===== src/rtl/buf_fill_ctrl.sv =====
// Window-buffer fill controller: loads WORDS words per row into a shift-register window, presents it, repeats for ROWS rows.
// Latency: wr_en/sh_up are combinational with acceptance; out_valid rises the cycle after the row's last word is accepted.
// Backpressure: in_ready only in LOAD; out_valid holds in PRESENT until out_ready; stalls of any length freeze state and counters.
module buf_fill_ctrl #(
    parameter int WORDS = 4,
    parameter int ROWS  = 16,
    parameter int ADR_W = 9
) (
    input  logic             clk,
    input  logic             rst_n,
    input  logic             start,
    input  logic             abort,
    input  logic             in_valid,
    output logic             in_ready,
    output logic             wr_en,
    output logic             sh_up,
    output logic [ADR_W-1:0] adr,
    output logic             out_valid,
    input  logic             out_ready,
    output logic             busy,
    output logic             done
);

    localparam int ROW_W  = (ROWS  > 1) ? $clog2(ROWS)  : 1;
    localparam int WORD_W = (WORDS > 1) ? $clog2(WORDS) : 1;
    localparam logic [ROW_W-1:0]  ROW_LAST  = ROW_W'(ROWS - 1);
    localparam logic [WORD_W-1:0] WORD_LAST = WORD_W'(WORDS - 1);

    typedef enum logic [1:0] {
        S_IDLE    = 2'd0,
        S_LOAD    = 2'd1,
        S_PRESENT = 2'd2,
        S_FIN     = 2'd3
    } state_t;

    state_t            state;
    state_t            state_nxt;
    logic [ROW_W-1:0]  row;
    logic [WORD_W-1:0] word;
    logic              accept;
    logic              consume;

    // Abort masks both handshakes so a cancelled cycle never moves the window.
    assign accept  = (state == S_LOAD)    && in_valid  && !abort;
    assign consume = (state == S_PRESENT) && out_ready && !abort;

    always_ff @(posedge clk or negedge rst_n) begin
        if (!rst_n) begin
            state <= S_IDLE;
        end else begin
            state <= state_nxt;
        end
    end

    always_comb begin
        state_nxt = state;
        case (state)
            S_IDLE: begin
                if (start) begin
                    state_nxt = S_LOAD;
                end
            end
            S_LOAD: begin
                if (abort) begin
                    state_nxt = S_IDLE;
                end else if (accept && (word == WORD_LAST)) begin
                    state_nxt = S_PRESENT;
                end
            end
            S_PRESENT: begin
                if (abort) begin
                    state_nxt = S_IDLE;
                end else if (consume) begin
                    state_nxt = (row == ROW_LAST) ? S_FIN : S_LOAD;
                end
            end
            S_FIN: begin
                state_nxt = S_IDLE;
            end
            default: begin
                state_nxt = S_IDLE;
            end
        endcase
    end

    // Row stays at its last value through FIN so adr is steady until the job ends.
    always_ff @(posedge clk or negedge rst_n) begin
        if (!rst_n) begin
            row  <= '0;
            word <= '0;
        end else if (state == S_IDLE || abort) begin
            row  <= '0;
            word <= '0;
        end else begin
            case (state)
                S_LOAD: begin
                    if (accept) begin
                        word <= (word == WORD_LAST) ? '0 : word + WORD_W'(1);
                    end
                end
                S_PRESENT: begin
                    if (consume && (row != ROW_LAST)) begin
                        row <= row + ROW_W'(1);
                    end
                end
                S_FIN: begin
                    row  <= '0;
                    word <= '0;
                end
                default: begin
                    row  <= row;
                    word <= word;
                end
            endcase
        end
    end

    // Outputs decode state only (plus the masked handshakes), so out_ready never reaches in_ready.
    always_comb begin
        in_ready  = (state == S_LOAD);
        wr_en     = accept;
        sh_up     = accept;
        out_valid = (state == S_PRESENT);
        busy      = (state != S_IDLE);
        done      = (state == S_FIN) && !abort;
    end

    assign adr = ADR_W'(row);

endmodule


===== config.mk =====
export PLATFORM = sky130hd
export DESIGN_NAME = buf_fill_ctrl
export DESIGN_NICKNAME = d
export VERILOG_FILES = /design/src/rtl/buf_fill_ctrl.sv
export SDC_FILE = /design/constraint.sdc
export NUM_CORES = 1
export LEC_CHECK = 0
export BUFFER_PORTS_ARGS = -buffer_cell sky130_fd_sc_hd__buf_2
export CORE_MARGIN = 5
export CORE_UTILIZATION = 36
export CTS_BUF_LIST = sky130_fd_sc_hd__clkbuf_16
export DETAILED_ROUTE_END_ITERATION = 16
export SLEW_MARGIN = 15
export SYNTH_ARGS = -nofsm -noshare
export SYNTH_HDL_FRONTEND = slang
export SYNTH_SLANG_ARGS = --single-unit

===== constraint.sdc =====
create_clock -name clk -period 3.9 [get_ports clk]
set_input_delay 0.195 -clock clk [delete_from_list [all_inputs] [get_ports clk]]
set_output_delay 0.195 -clock clk [all_outputs]
set_load 0.02 [all_outputs]

== Yosys cells after proc, flatten, opt, wreduce, memory -nomap -nowiden ==
Index checks and enable logic that the tools add are counted.

* Muxes and demuxes: 14
* Reduce and logical (&&, ||, !) cells: 16
* Add/sub/neg operators: 2
* Eq/ne operators: 11

{| class="wikitable"
|+ Operator list
! kind !! number
|-
| $mux 2 || 9
|-
| $mux 4 || 2
|-
| $pmux 2 s4 || 1
|-
| $pmux 4 s2 || 1
|-
| $logic_and 1x1->1 || 7
|-
| $eq 2x2->1 const B || 3
|-
| $ne 3x1->1 const B || 2
|-
| $ne 3x2->1 const B || 2
|-
| $reduce_bool 3->1 || 2
|-
| $add 4x1->4 const B || 1
|-
| $eq 4x4->1 const B || 1
|-
| $ne 4x4->1 const B || 1
|-
| $pmux 2 s2 || 1
|-
| $reduce_and 2->1 || 2
|-
| $reduce_and 3->1 || 1
|-
| $add 2x1->2 const B || 1
|-
| $eq 2x1->1 const B || 1
|-
| $logic_not 2->1 || 1
|-
| $ne 2x2->1 const B || 1
|-
| $reduce_bool 2->1 || 1
|-
| $logic_not 1->1 || 1
|-
| $logic_or 1x1->1 || 1
|}

* Logic and storage cells: 46
* Input bits: 6
* Bits in registers: 8
* Output and inout port bits: 15

== Logic depth before layout (Yosys ltp) ==
Gate-level depths: netlist of run 1.

* Depth after elaboration: 7
* Mapped depth: 4
* Gate-level depth less buffers: 4

== Least setup slack after synthesis of run 1 ==
No wires, ideal clock.

* Path kind: flip-flop to output port
* Start: register state[1]
* End: output wr_en
* Cell stages (with the launch flop): 4
* Buffers on the path: 1
* Data arrival time: 1.474 ns
* Required time: 3.705 ns
* Path slack: 2.231 ns
* Cells stage by stage: dfrtp_1 > nand2b_1 > nor3b_1 > buf_4

* Word-level cells in the longest chain between the ends: 3

{| class="wikitable"
|+ Ends and longest elaborated chain
! item !! RTL line !! source
|-
| start, declared || 36 || <nowiki>state_t state;</nowiki>
|-
| start signal, assigned || 51 || <nowiki>state <= state_nxt;</nowiki>
|-
| $eq 2x1->1 || 44 || <nowiki>assign accept = (state == S_LOAD) && in_valid && !abort;</nowiki>
|-
| $logic_and 1x1->1 (2 in a row) || 44 ||
|-
| end, declared || 15 || <nowiki>output logic wr_en,</nowiki>
|}

No other way between the ends.

== Final worst setup path of run 1 ==
Ends and elaborated chain as after synthesis.

==> results of run 1 <==
## final timing paths
path                       depth (start not counted)      from  slack [ns]  endpoint
hold reg to reg                                    1  state[0]        0.55  state[0]
setup / recovery                                   3  state[1]        2.35     wr_en
max in group asynchronous                          2     rst_n        3.38   word[0]
hold / removal                                     3     start        0.26  state[0]
min in group asynchronous                          2     rst_n        0.34    row[0]
setup reg to reg                                   4    row[0]        2.58    row[0]
## what timing repair did
item	in CTS	in global routing
setup endpoints to repair	0	0
hold buffers	1	0
endpoints found under the hold margin	8	0
gates resized for setup	0	0
## metrics by stage
step,cells,area [sq um],setup WS [ns]
6_report,94,706,2.35
5_1_grt,94,706,2.26
4_1_cts,94,706,2.35
3_5_place_dp,90,621,2.60
3_3_place_gp,90,621,2.62
2_1_floorplan,68,587,2.23
## cells in the final DEF (no fill, tap or decap)
cell type                       synthesis  routed
sky130_fd_sc_hd__ha_1                   2       2
sky130_fd_sc_hd__a41o_1                 1       1
sky130_fd_sc_hd__inv_2                  1       1
sky130_fd_sc_hd__nand2b_1               3       3
sky130_fd_sc_hd__conb_1                 1       5
sky130_fd_sc_hd__a21o_1                 2       2
sky130_fd_sc_hd__a22oi_1                1       1
sky130_fd_sc_hd__mux2_2                 1       1
sky130_fd_sc_hd__o221ai_1               1       1
sky130_fd_sc_hd__or2_2                  1       1
sky130_fd_sc_hd__a211o_1                1       1
sky130_fd_sc_hd__buf_2                  1      15
sky130_fd_sc_hd__a31oi_1                1       1
sky130_fd_sc_hd__nor2b_1                2       2
sky130_fd_sc_hd__clkbuf_16              0       3
sky130_fd_sc_hd__dlygate4sd3_1          0       1
sky130_fd_sc_hd__a32oi_1                1       1
sky130_fd_sc_hd__and2_1                 1       1
sky130_fd_sc_hd__nand3_1                2       2
sky130_fd_sc_hd__o21ai_0                2       2
sky130_fd_sc_hd__nand4_1                3       3
sky130_fd_sc_hd__dfrtp_1                8       8
sky130_fd_sc_hd__nand2_1                4       4
sky130_fd_sc_hd__o211ai_1               1       1
sky130_fd_sc_hd__nor2_1                 4       4
sky130_fd_sc_hd__mux2i_1                1       1
sky130_fd_sc_hd__a21bo_1                1       1
sky130_fd_sc_hd__nor3b_1                2       2
sky130_fd_sc_hd__a21oi_1                3       3
sky130_fd_sc_hd__nand4b_1               1       1
sky130_fd_sc_hd__nand3b_1               2       2
sky130_fd_sc_hd__and2b_1                1       1
## power breakdown
group	switching [uW]	leakage, uW	internal, uW	total, uW
logic	25.5	0.000204	12.5	38.1
clock network	40.6	0.0000370	132	173
registers	2.94	0.000109	85.9	88.9
total	69.1	0.000351	231	300
## routing by layer
metal  wire length, microns  global-route usage (%)  vias to the layer above
met1                    558                    12.1                      226
met5                      0                       0                        -
met4                      0                    2.62                        0
met2                    612                    15.3                       19
met3                    110                    5.12                        0
li1                       -                       -                      251
## layout make-up
class                   count  area, sq um
clock buffers               3         75.1
fillers                   157          801
inverters                   1         3.75
multi-input cells          50          322
flip-flops and latches      8          200
well taps                  16         20.0
repair buffers             16         85.1
## critical path, delay by kind of cell, from the launching register on
kind | cells | cell delay [ns]
DFF | 1 | 0.42
buffers and inverters | 1 | 0.21
and+or+nand+nor | 2 | 0.49
## sequential cells by signal, indices dropped and copies added (netlist names)
register,cells
word,2
state,2
row,4
## cells by family (layout without fill, tap and decap cells)
logic type | Yosys count | count (layout) | share of synthesized area (%)
AO/OA/AOI/OAI | 15 | 15 | 18.8
adder cells (fa/ha/maj) | 2 | 2 | 4.38
buffers and inverters | 10 | 20 | 11.4
flip-flops | 8 | 8 | 35.0
multiplexers | 2 | 2 | 3.72
other | 1 | 5 | 0.656
AND/OR/NAND/NOR | 26 | 26 | 26.0
==> report_table.html, run 1 <==
<table>
<tr><th>Metric</th><th>Value</th></tr>
<tr><th colspan="2">Synth</th></tr>
<tr><td>Flop and latch count out of synthesis</td><td>8</td></tr>
<tr><td>Count of mapped cells out of synthesis</td><td>64</td></tr>
<tr><td>Post-Syn Area</td><td>572 sq um</td></tr>
<tr><td>Synth async-reset ratio</td><td>100%</td></tr>
<tr><td>Mean Syn Cell Area</td><td>8.93 sq um</td></tr>
<tr><td>Cell types occupying the most area after synthesis</td><td>sky130_fd_sc_hd__dfrtp_1 (35%), sky130_fd_sc_hd__buf_4 (9.2%), sky130_fd_sc_hd__ha_1 (4.4%)</td></tr>
<tr><td>Yosys top cell area share</td><td>35.0%</td></tr>
<tr><td>Most numerous cell in the Yosys netlist</td><td>sky130_fd_sc_hd__dfrtp_1</td></tr>
<tr><td>YS warnings</td><td>0</td></tr>
<tr><td>Library cell occupying the most area in the post-synthesis netlist</td><td>sky130_fd_sc_hd__dfrtp_1</td></tr>
<tr><td>Most used flip-flop cell after synthesis</td><td>sky130_fd_sc_hd__dfrtp_1</td></tr>
<tr><td>Proportion of synthesized chip area in sequential cells</td><td>35.0%</td></tr>
<tr><td>Post-synth EDFFs</td><td>0</td></tr>
<tr><td>Cell types with the highest counts after synthesis</td><td>sky130_fd_sc_hd__dfrtp_1 (8), sky130_fd_sc_hd__buf_4 (7), sky130_fd_sc_hd__nand2_1 (4), sky130_fd_sc_hd__nor2_1 (4)</td></tr>
<tr><td>Number of distinct standard cells referenced by the synthesized netlist</td><td>32</td></tr>
<tr><th colspan="2">Floorplan</th></tr>
<tr><td>Die outline width</td><td>49.9 microns</td></tr>
<tr><td>Boundary Pins</td><td>21</td></tr>
<tr><td>Die Y-Extent</td><td>49.9 microns</td></tr>
<tr><td>Starting density of the core</td><td>38.0%</td></tr>
<tr><td>Die ar.</td><td>2490 sq um</td></tr>
<tr><td>Total number of placement rows</td><td>14</td></tr>
<tr><td>Core region area</td><td>1510 sq um</td></tr>
<tr><th colspan="2">Pwr</th></tr>
<tr><td>Power per Cell Area</td><td>425 nW/um^2</td></tr>
<tr><td>Worst-case vdd ir drop</td><td>0.000348 V</td></tr>
<tr><td>Pwr Total</td><td>300 uW</td></tr>
<tr><td>Leakage power of the design</td><td>0.000351 uW</td></tr>
<tr><th colspan="2">CTS</th></tr>
<tr><td>Clock input transition at the sequential cells of the worst setup and hold paths</td><td>0.04 ns</td></tr>
<tr><td>Maximum buffer depth of the clock tree</td><td>2</td></tr>
<tr><td>Deepest level of the CTS H-tree</td><td>1</td></tr>
<tr><td>Worst-skew pair later-pin latency</td><td>0.23 ns</td></tr>
<tr><td>TritonCTS clock tree</td><td>built</td></tr>
<tr><td>Post-CTS Setup Repair Bufs</td><td>0</td></tr>
<tr><td>Num CTS Buffers</td><td>3</td></tr>
<tr><td>Clock root buffer</td><td>sky130_fd_sc_hd__clkbuf_16</td></tr>
<tr><td>Sinks on the clock net</td><td>8</td></tr>
<tr><th colspan="2">Worst setup path</th></tr>
<tr><td>Data arrival time of the critical path</td><td>1.35 ns</td></tr>
<tr><td>Worst path required time</td><td>3.70 ns</td></tr>
<tr><td>Slowest stage cell, crit path</td><td>sky130_fd_sc_hd__dfrtp_1</td></tr>
<tr><td>Type of the setup path with the least slack</td><td>flop to primary output</td></tr>
<tr><td>Maximum net fanout on the critical path</td><td>6</td></tr>
<tr><td>Kind of start point of the critical path</td><td>flop</td></tr>
<tr><td>Capturing element type of the critical path</td><td>primary output</td></tr>
<tr><td>Ordered cell list for the critical path</td><td>nand2b_1 -&gt; nor3b_1 -&gt; buf_2</td></tr>
<tr><td>Delay of the slowest cell on the worst path</td><td>0.42 ns</td></tr>
<tr><th colspan="2">STA</th></tr>
<tr><td>Final worst path period share</td><td>39.7%</td></tr>
<tr><td>Crit path time final</td><td>1.55 ns</td></tr>
<tr><td>Sum of negative setup slack</td><td>0 ns</td></tr>
<tr><td>Setup-failing EPs final</td><td>0</td></tr>
<tr><td>Setup repair after global routing missed its margin</td><td>no</td></tr>
<tr><td>Worst hold-check slack</td><td>0.258 ns</td></tr>
<tr><td>Final Hold Violating Endpoints</td><td>0</td></tr>
<tr><td>Achievable Freq</td><td>646 MHz</td></tr>
<tr><td>Final-report max-slew violation count</td><td>0</td></tr>
<tr><td>Clock tree skew after final layout</td><td>0.00299 ns</td></tr>
<tr><th colspan="2">Layout</th></tr>
<tr><td>ANT cells</td><td>0</td></tr>
<tr><td>Utilization after layout</td><td>46.8%</td></tr>
<tr><td>Fraction of final layout cells sized beyond drive strength 1</td><td>26.9%</td></tr>
<tr><td>Layout Area Growth over Synthesis</td><td>23.4%</td></tr>
<tr><td>Total number of nets in the final design</td><td>88</td></tr>
<tr><th colspan="2">Placement</th></tr>
<tr><td>Final GP Congestion</td><td>0.723</td></tr>
<tr><td>Port Buf Inserts</td><td>15</td></tr>
<tr><th colspan="2">Routing</th></tr>
<tr><td>DRT Wirelength</td><td>1280 microns</td></tr>
<tr><td>Detailed Route Iter0 Violations</td><td>4</td></tr>
<tr><td>Final ANT Viol Nets</td><td>0</td></tr>
<tr><td>DRC violations left</td><td>0</td></tr>
<tr><td>Routed wirelength normalized by instance count</td><td>13.6 microns</td></tr>
<tr><td>Total number of vias</td><td>496</td></tr>
<tr><td>Number of iterations in the first detailed-routing pass</td><td>4</td></tr>
<tr><td>Vias per inst</td><td>5.28</td></tr>
<tr><th colspan="2">Run</th></tr>
<tr><td>MaxCap Viol Count</td><td>0</td></tr>
<tr><th colspan="2">GRT</th></tr>
<tr><td>Total congestion overflow</td><td>0</td></tr>
<tr><td>Maximum number of pins on one net before global-route repair</td><td>14</td></tr>
<tr><td>Vias in the first global route</td><td>410</td></tr>
<tr><td>Antenna violations before repair</td><td>0</td></tr>
<tr><td>Global-route total usage across every layer</td><td>9.94%</td></tr>
<tr><td>First-pass GRT wire length</td><td>1900 microns</td></tr>
<tr><th colspan="2">Run status</th></tr>
<tr><td>Status</td><td>finished clean</td></tr>
<tr><th colspan="2">Hold path</th></tr>
<tr><td>Worst hold path type</td><td>primary input to flop</td></tr>
</table>
(Power assumes the default switching activity.)
==> inputs of run 2 (changes only) <==
ABC_AREA = 1   (was default)
clock period = 1.4 ns   (was 3.9 ns; I/O delays follow)
==> run 2 against run 1 <==
Effect of this change:
- final cell count grew 27%
- synthesized cell count up 34%
- flip-flop and latch count did not move
==> report_table.html, run 2 <==
<table>
<tr><th>Metric</th><th>Value</th></tr>
<tr><th colspan="2">Layout</th></tr>
<tr><td>Number of flip-flops in the largest register</td><td>4 (unchanged)</td></tr>
<tr><td>Total number of nets in the final design</td><td>113 (+28%)</td></tr>
<tr><td>Top flop regs</td><td>row x4, state x2, word x2</td></tr>
<tr><td>Final Instance Area</td><td>747 sq um (+5.9%)</td></tr>
<tr><td>Reg with most FFs</td><td>row</td></tr>
<tr><td>Most common cell after layout, fill and taps aside</td><td>sky130_fd_sc_hd__nand2_1</td></tr>
<tr><td>Layout Area Growth over Synthesis</td><td>26.8%</td></tr>
<tr><td>ANT cells</td><td>0 (unchanged)</td></tr>
<tr><td>Most frequent cells in the layout</td><td>sky130_fd_sc_hd__nand2_1 (28), sky130_fd_sc_hd__buf_2 (15), sky130_fd_sc_hd__nor2_1 (10)</td></tr>
<tr><td>Fraction of final layout cells sized beyond drive strength 1</td><td>28.2% (+1.2 points)</td></tr>
<tr><th colspan="2">Worst setup path</th></tr>
<tr><td>Maximum net fanout on the critical path</td><td>6 (unchanged)</td></tr>
<tr><td>Capturing instance or port of the critical path</td><td>sh_up</td></tr>
<tr><td>Worst path required time</td><td>1.33 ns (-2.37 ns)</td></tr>
<tr><td>Data arrival time of the critical path</td><td>1.21 ns (-0.14 ns)</td></tr>
<tr><td>Source of the critical timing path</td><td>state[0]</td></tr>
<tr><td>Kind of start point of the critical path</td><td>flop</td></tr>
<tr><td>Endpoint of the worst-slack reg-to-reg timing path</td><td>state[1]</td></tr>
<tr><td>Type of the setup path with the least slack</td><td>flop to primary output</td></tr>
<tr><td>Capturing element type of the critical path</td><td>primary output</td></tr>
<tr><td>Worst R2R Setup Slack</td><td>0.15 ns (-2.43 ns)</td></tr>
<tr><td>Number of cells traversed by the worst register-to-register path</td><td>6 (+2)</td></tr>
<tr><td>Origin of the critical flop-to-flop path</td><td>row[0]</td></tr>
<tr><th colspan="2">STA</th></tr>
<tr><td>Final worst path period share</td><td>91.5%</td></tr>
<tr><td>Clock tree skew after final layout</td><td>0.00459 ns (+0.00160 ns)</td></tr>
<tr><td>Final-report max-slew violation count</td><td>0 (unchanged)</td></tr>
<tr><td>Sum of negative setup slack</td><td>0 ns (unchanged)</td></tr>
<tr><td>Setup repair after global routing missed its margin</td><td>no</td></tr>
<tr><td>Achievable Freq</td><td>781 MHz</td></tr>
<tr><td>Setup-failing EPs final</td><td>0 (unchanged)</td></tr>
<tr><td>Final Hold Violating Endpoints</td><td>0 (unchanged)</td></tr>
<tr><td>Setup ws final</td><td>0.119 ns (-2.23 ns)</td></tr>
<tr><td>Crit path time final</td><td>1.28 ns</td></tr>
<tr><th colspan="2">Floorplan</th></tr>
<tr><td>Core region area</td><td>1520 sq um (+1.2%)</td></tr>
<tr><td>Die ar.</td><td>2550 sq um (+2.4%)</td></tr>
<tr><td>Boundary Pins</td><td>21 (unchanged)</td></tr>
<tr><td>Starting density of the core</td><td>38.7% (+0.71 points)</td></tr>
<tr><td>Die Y-Extent</td><td>50.5 microns (+1.2%)</td></tr>
<tr><td>Total number of placement rows</td><td>14 (unchanged)</td></tr>
<tr><td>Die outline width</td><td>50.5 microns (+1.2%)</td></tr>
<tr><th colspan="2">Pwr</th></tr>
<tr><td>Sw Pwr</td><td>536 uW (+680%)</td></tr>
<tr><td>Part of the total power dissipated in the clock network</td><td>35.1% (-23 points)</td></tr>
<tr><td>Leakage power of the design</td><td>0.000441 uW (+26%)</td></tr>
<tr><td>Comb power frac</td><td>39.2% (+27 points)</td></tr>
<tr><td>Power per Cell Area</td><td>1830 nW/um^2 (+330%)</td></tr>
<tr><td>Register share of total power</td><td>25.7% (-3.9 points)</td></tr>
<tr><td>Internal power summed over all cells</td><td>833 uW (+260%)</td></tr>
<tr><td>Fraction of power spent switching nets</td><td>39.1% (+16 points)</td></tr>
<tr><td>Worst-case vdd ir drop</td><td>0.000781 V (+120%)</td></tr>
<tr><th colspan="2">Run</th></tr>
<tr><td>MaxCap Viol Count</td><td>0 (unchanged)</td></tr>
<tr><th colspan="2">Routing</th></tr>
<tr><td>DRC violations left</td><td>0 (unchanged)</td></tr>
<tr><td>Vias per inst</td><td>4.76 (-9.7%)</td></tr>
<tr><td>DRT Wirelength</td><td>1290 microns (+0.78%)</td></tr>
<tr><td>Routed wirelength normalized by instance count</td><td>10.8 microns (-20%)</td></tr>
<tr><td>Detailed Route Iter0 Violations</td><td>6 (+2)</td></tr>
<tr><td>Number of iterations in the first detailed-routing pass</td><td>4 (unchanged)</td></tr>
<tr><td>Final ANT Viol Nets</td><td>0 (unchanged)</td></tr>
<tr><td>Total number of vias</td><td>567 (+14%)</td></tr>
<tr><th colspan="2">Run status</th></tr>
<tr><td>Status</td><td>finished clean</td></tr>
<tr><th colspan="2">GRT</th></tr>
<tr><td>Antenna violations before repair</td><td>0 (unchanged)</td></tr>
<tr><td>Global-route total usage across every layer</td><td>11.6% (+1.6 points)</td></tr>
<tr><td>Vias in the first global route</td><td>548 (+34%)</td></tr>
<tr><td>First-pass GRT wire length</td><td>2220 microns (+17%)</td></tr>
<tr><td>Total congestion overflow</td><td>0 (unchanged)</td></tr>
<tr><td>Maximum number of pins on one net before global-route repair</td><td>9 (-5)</td></tr>
<tr><th colspan="2">Synth</th></tr>
<tr><td>Cell types occupying the most area after synthesis</td><td>sky130_fd_sc_hd__dfrtp_1 (34%), sky130_fd_sc_hd__nand2_1 (18%), sky130_fd_sc_hd__buf_4 (7.6%)</td></tr>
<tr><td>Most numerous cell in the Yosys netlist</td><td>sky130_fd_sc_hd__nand2_1</td></tr>
<tr><td>Mean Syn Cell Area</td><td>6.85 sq um (-23%)</td></tr>
<tr><td>Yosys top cell area share</td><td>34.0% (-1.0 points)</td></tr>
<tr><td>Synth async-reset ratio</td><td>100% (unchanged)</td></tr>
<tr><td>Post-Syn Area</td><td>589 sq um (+3.1%)</td></tr>
<tr><td>Number of distinct standard cells referenced by the synthesized netlist</td><td>18 (-44%)</td></tr>
<tr><td>Most used flip-flop cell after synthesis</td><td>sky130_fd_sc_hd__dfrtp_1</td></tr>
<tr><td>Library cell occupying the most area in the post-synthesis netlist</td><td>sky130_fd_sc_hd__dfrtp_1</td></tr>
<tr><td>YS warnings</td><td>0 (unchanged)</td></tr>
<tr><td>Count of mapped cells out of synthesis</td><td>86 (+34%)</td></tr>
<tr><td>Cell types with the highest counts after synthesis</td><td>sky130_fd_sc_hd__nand2_1 (29), sky130_fd_sc_hd__nor2_1 (12), sky130_fd_sc_hd__dfrtp_1 (8), sky130_fd_sc_hd__inv_1 (8), sky130_fd_sc_hd__nand3_1 (8)</td></tr>
<tr><td>Post-synth EDFFs</td><td>0 (unchanged)</td></tr>
<tr><td>Flop and latch count out of synthesis</td><td>8 (unchanged)</td></tr>
<tr><td>Proportion of synthesized chip area in sequential cells</td><td>34.0% (-1.0 points)</td></tr>
<tr><th colspan="2">CTS</th></tr>
<tr><td>Maximum buffer depth of the clock tree</td><td>2 (unchanged)</td></tr>
<tr><td>Num CTS Buffers</td><td>3 (unchanged)</td></tr>
<tr><td>Worst-skew pair later-pin latency</td><td>0.23 ns (about the same)</td></tr>
<tr><td>Clock input transition at the sequential cells of the worst setup and hold paths</td><td>0.04 ns (about the same)</td></tr>
<tr><td>Clock root buffer</td><td>sky130_fd_sc_hd__clkbuf_16</td></tr>
<tr><td>Deepest level of the CTS H-tree</td><td>1 (unchanged)</td></tr>
<tr><td>Sinks on the clock net</td><td>8 (unchanged)</td></tr>
<tr><td>TritonCTS clock tree</td><td>built</td></tr>
<tr><td>Post-CTS Setup Repair Bufs</td><td>0 (unchanged)</td></tr>
<tr><th colspan="2">Hold path</th></tr>
<tr><td>Worst hold path type</td><td>primary input to flop</td></tr>
<tr><td>Worst Min Path Start</td><td>start</td></tr>
<tr><th colspan="2">Placement</th></tr>
<tr><td>Worst slack after detailed placement</td><td>0.146 ns (-2.45 ns)</td></tr>
<tr><td>Total half-perimeter wirelength after legalization and detailed placement</td><td>1050 microns</td></tr>
<tr><td>Final GP Congestion</td><td>0.774 (+7.1%)</td></tr>
<tr><td>Post-Place Cell Area</td><td>659 sq um (+6.2%)</td></tr>
<tr><td>Port Buf Inserts</td><td>15 (unchanged)</td></tr>
</table>
## run 2: kinds of logic after synthesis
group	count (synthesis)	share of synthesized area [%]
and+or+nand+nor	56	43.1
DFF	8	34.0
adders and majority gates	2	4.25
xor gates and xnor gates	1	1.49
buffers and inverters	15	13.4
AOI/OAI and AO/OA	3	3.18
other	1	0.636
## run 2: what timing repair did
| item | 4_1_cts | 5_1_grt |
|---|---|---|
| setup endpoints to repair | 0 | 2 |
| gates resized for setup | 0 | 1 |
| hold endpoints to repair | 8 | 0 |
| hold buffers | 1 | 0 |
## run 2: worst min-delay path by stage
stage | endpoint | slack (ns) | cells past startpoint
CTS | state[0] | 0.16 | 4
detailed placement | row[3] | -0.08 | 1
global route | state[0] | 0.18 | 4
finish | state[0] | 0.16 | 4
global placement | row[3] | -0.08 | 1
floorplan | row[0] | -0.23 | 0
## run 2: critical path, cell delays in order (launching register included)
cell                      delay [ns]
sky130_fd_sc_hd__dfrtp_1        0.41
sky130_fd_sc_hd__inv_2          0.09
sky130_fd_sc_hd__nor2_2         0.11
sky130_fd_sc_hd__nand2_2        0.09
sky130_fd_sc_hd__nor2_2         0.10
sky130_fd_sc_hd__buf_2          0.17
## run 2: cell type report
cell class,instances,area [sq um]
fillers,144,777
inverters,9,33.8
clock buffers,3,75.1
well taps,16,20.0
flip-flops and latches,8,200
repair buffers,16,85.1
multi-input cells,67,333
## run 2: layer usage
layer | up-vias | wire (microns) | GRT usage, %
met5 | - | 0 | 0
met4 | 0 | 39 | 10.2
met3 | 4 | 90 | 3.55
met2 | 17 | 576 | 15.5
met1 | 256 | 585 | 14.6
li1 | 290 | - | -
## run 2: stage by stage
| step | utilization (%) | hold slack, ns | instances | total power, uW |
|---|---|---|---|---|
| floorplan | - | -0.226 | 90 | 757 |
| global placement | 43.3 | -0.0768 | 115 | 883 |
| detailed placement | 43.3 | -0.0760 | 115 | 889 |
| CTS | 48.9 | 0.162 | 119 | 1380 |
| global route | 49.0 | 0.182 | 119 | 1460 |
| finish | 49.0 | 0.157 | 119 | 1370 |
## run 2: power groups by stage
stage	clock [uW]	combinational (uW)	sequential (uW)
floorplan	0	399	358
global placement	0	533	351
detailed placement	0	533	355
CTS	488	538	353
global route	497	600	363
finish	481	537	352
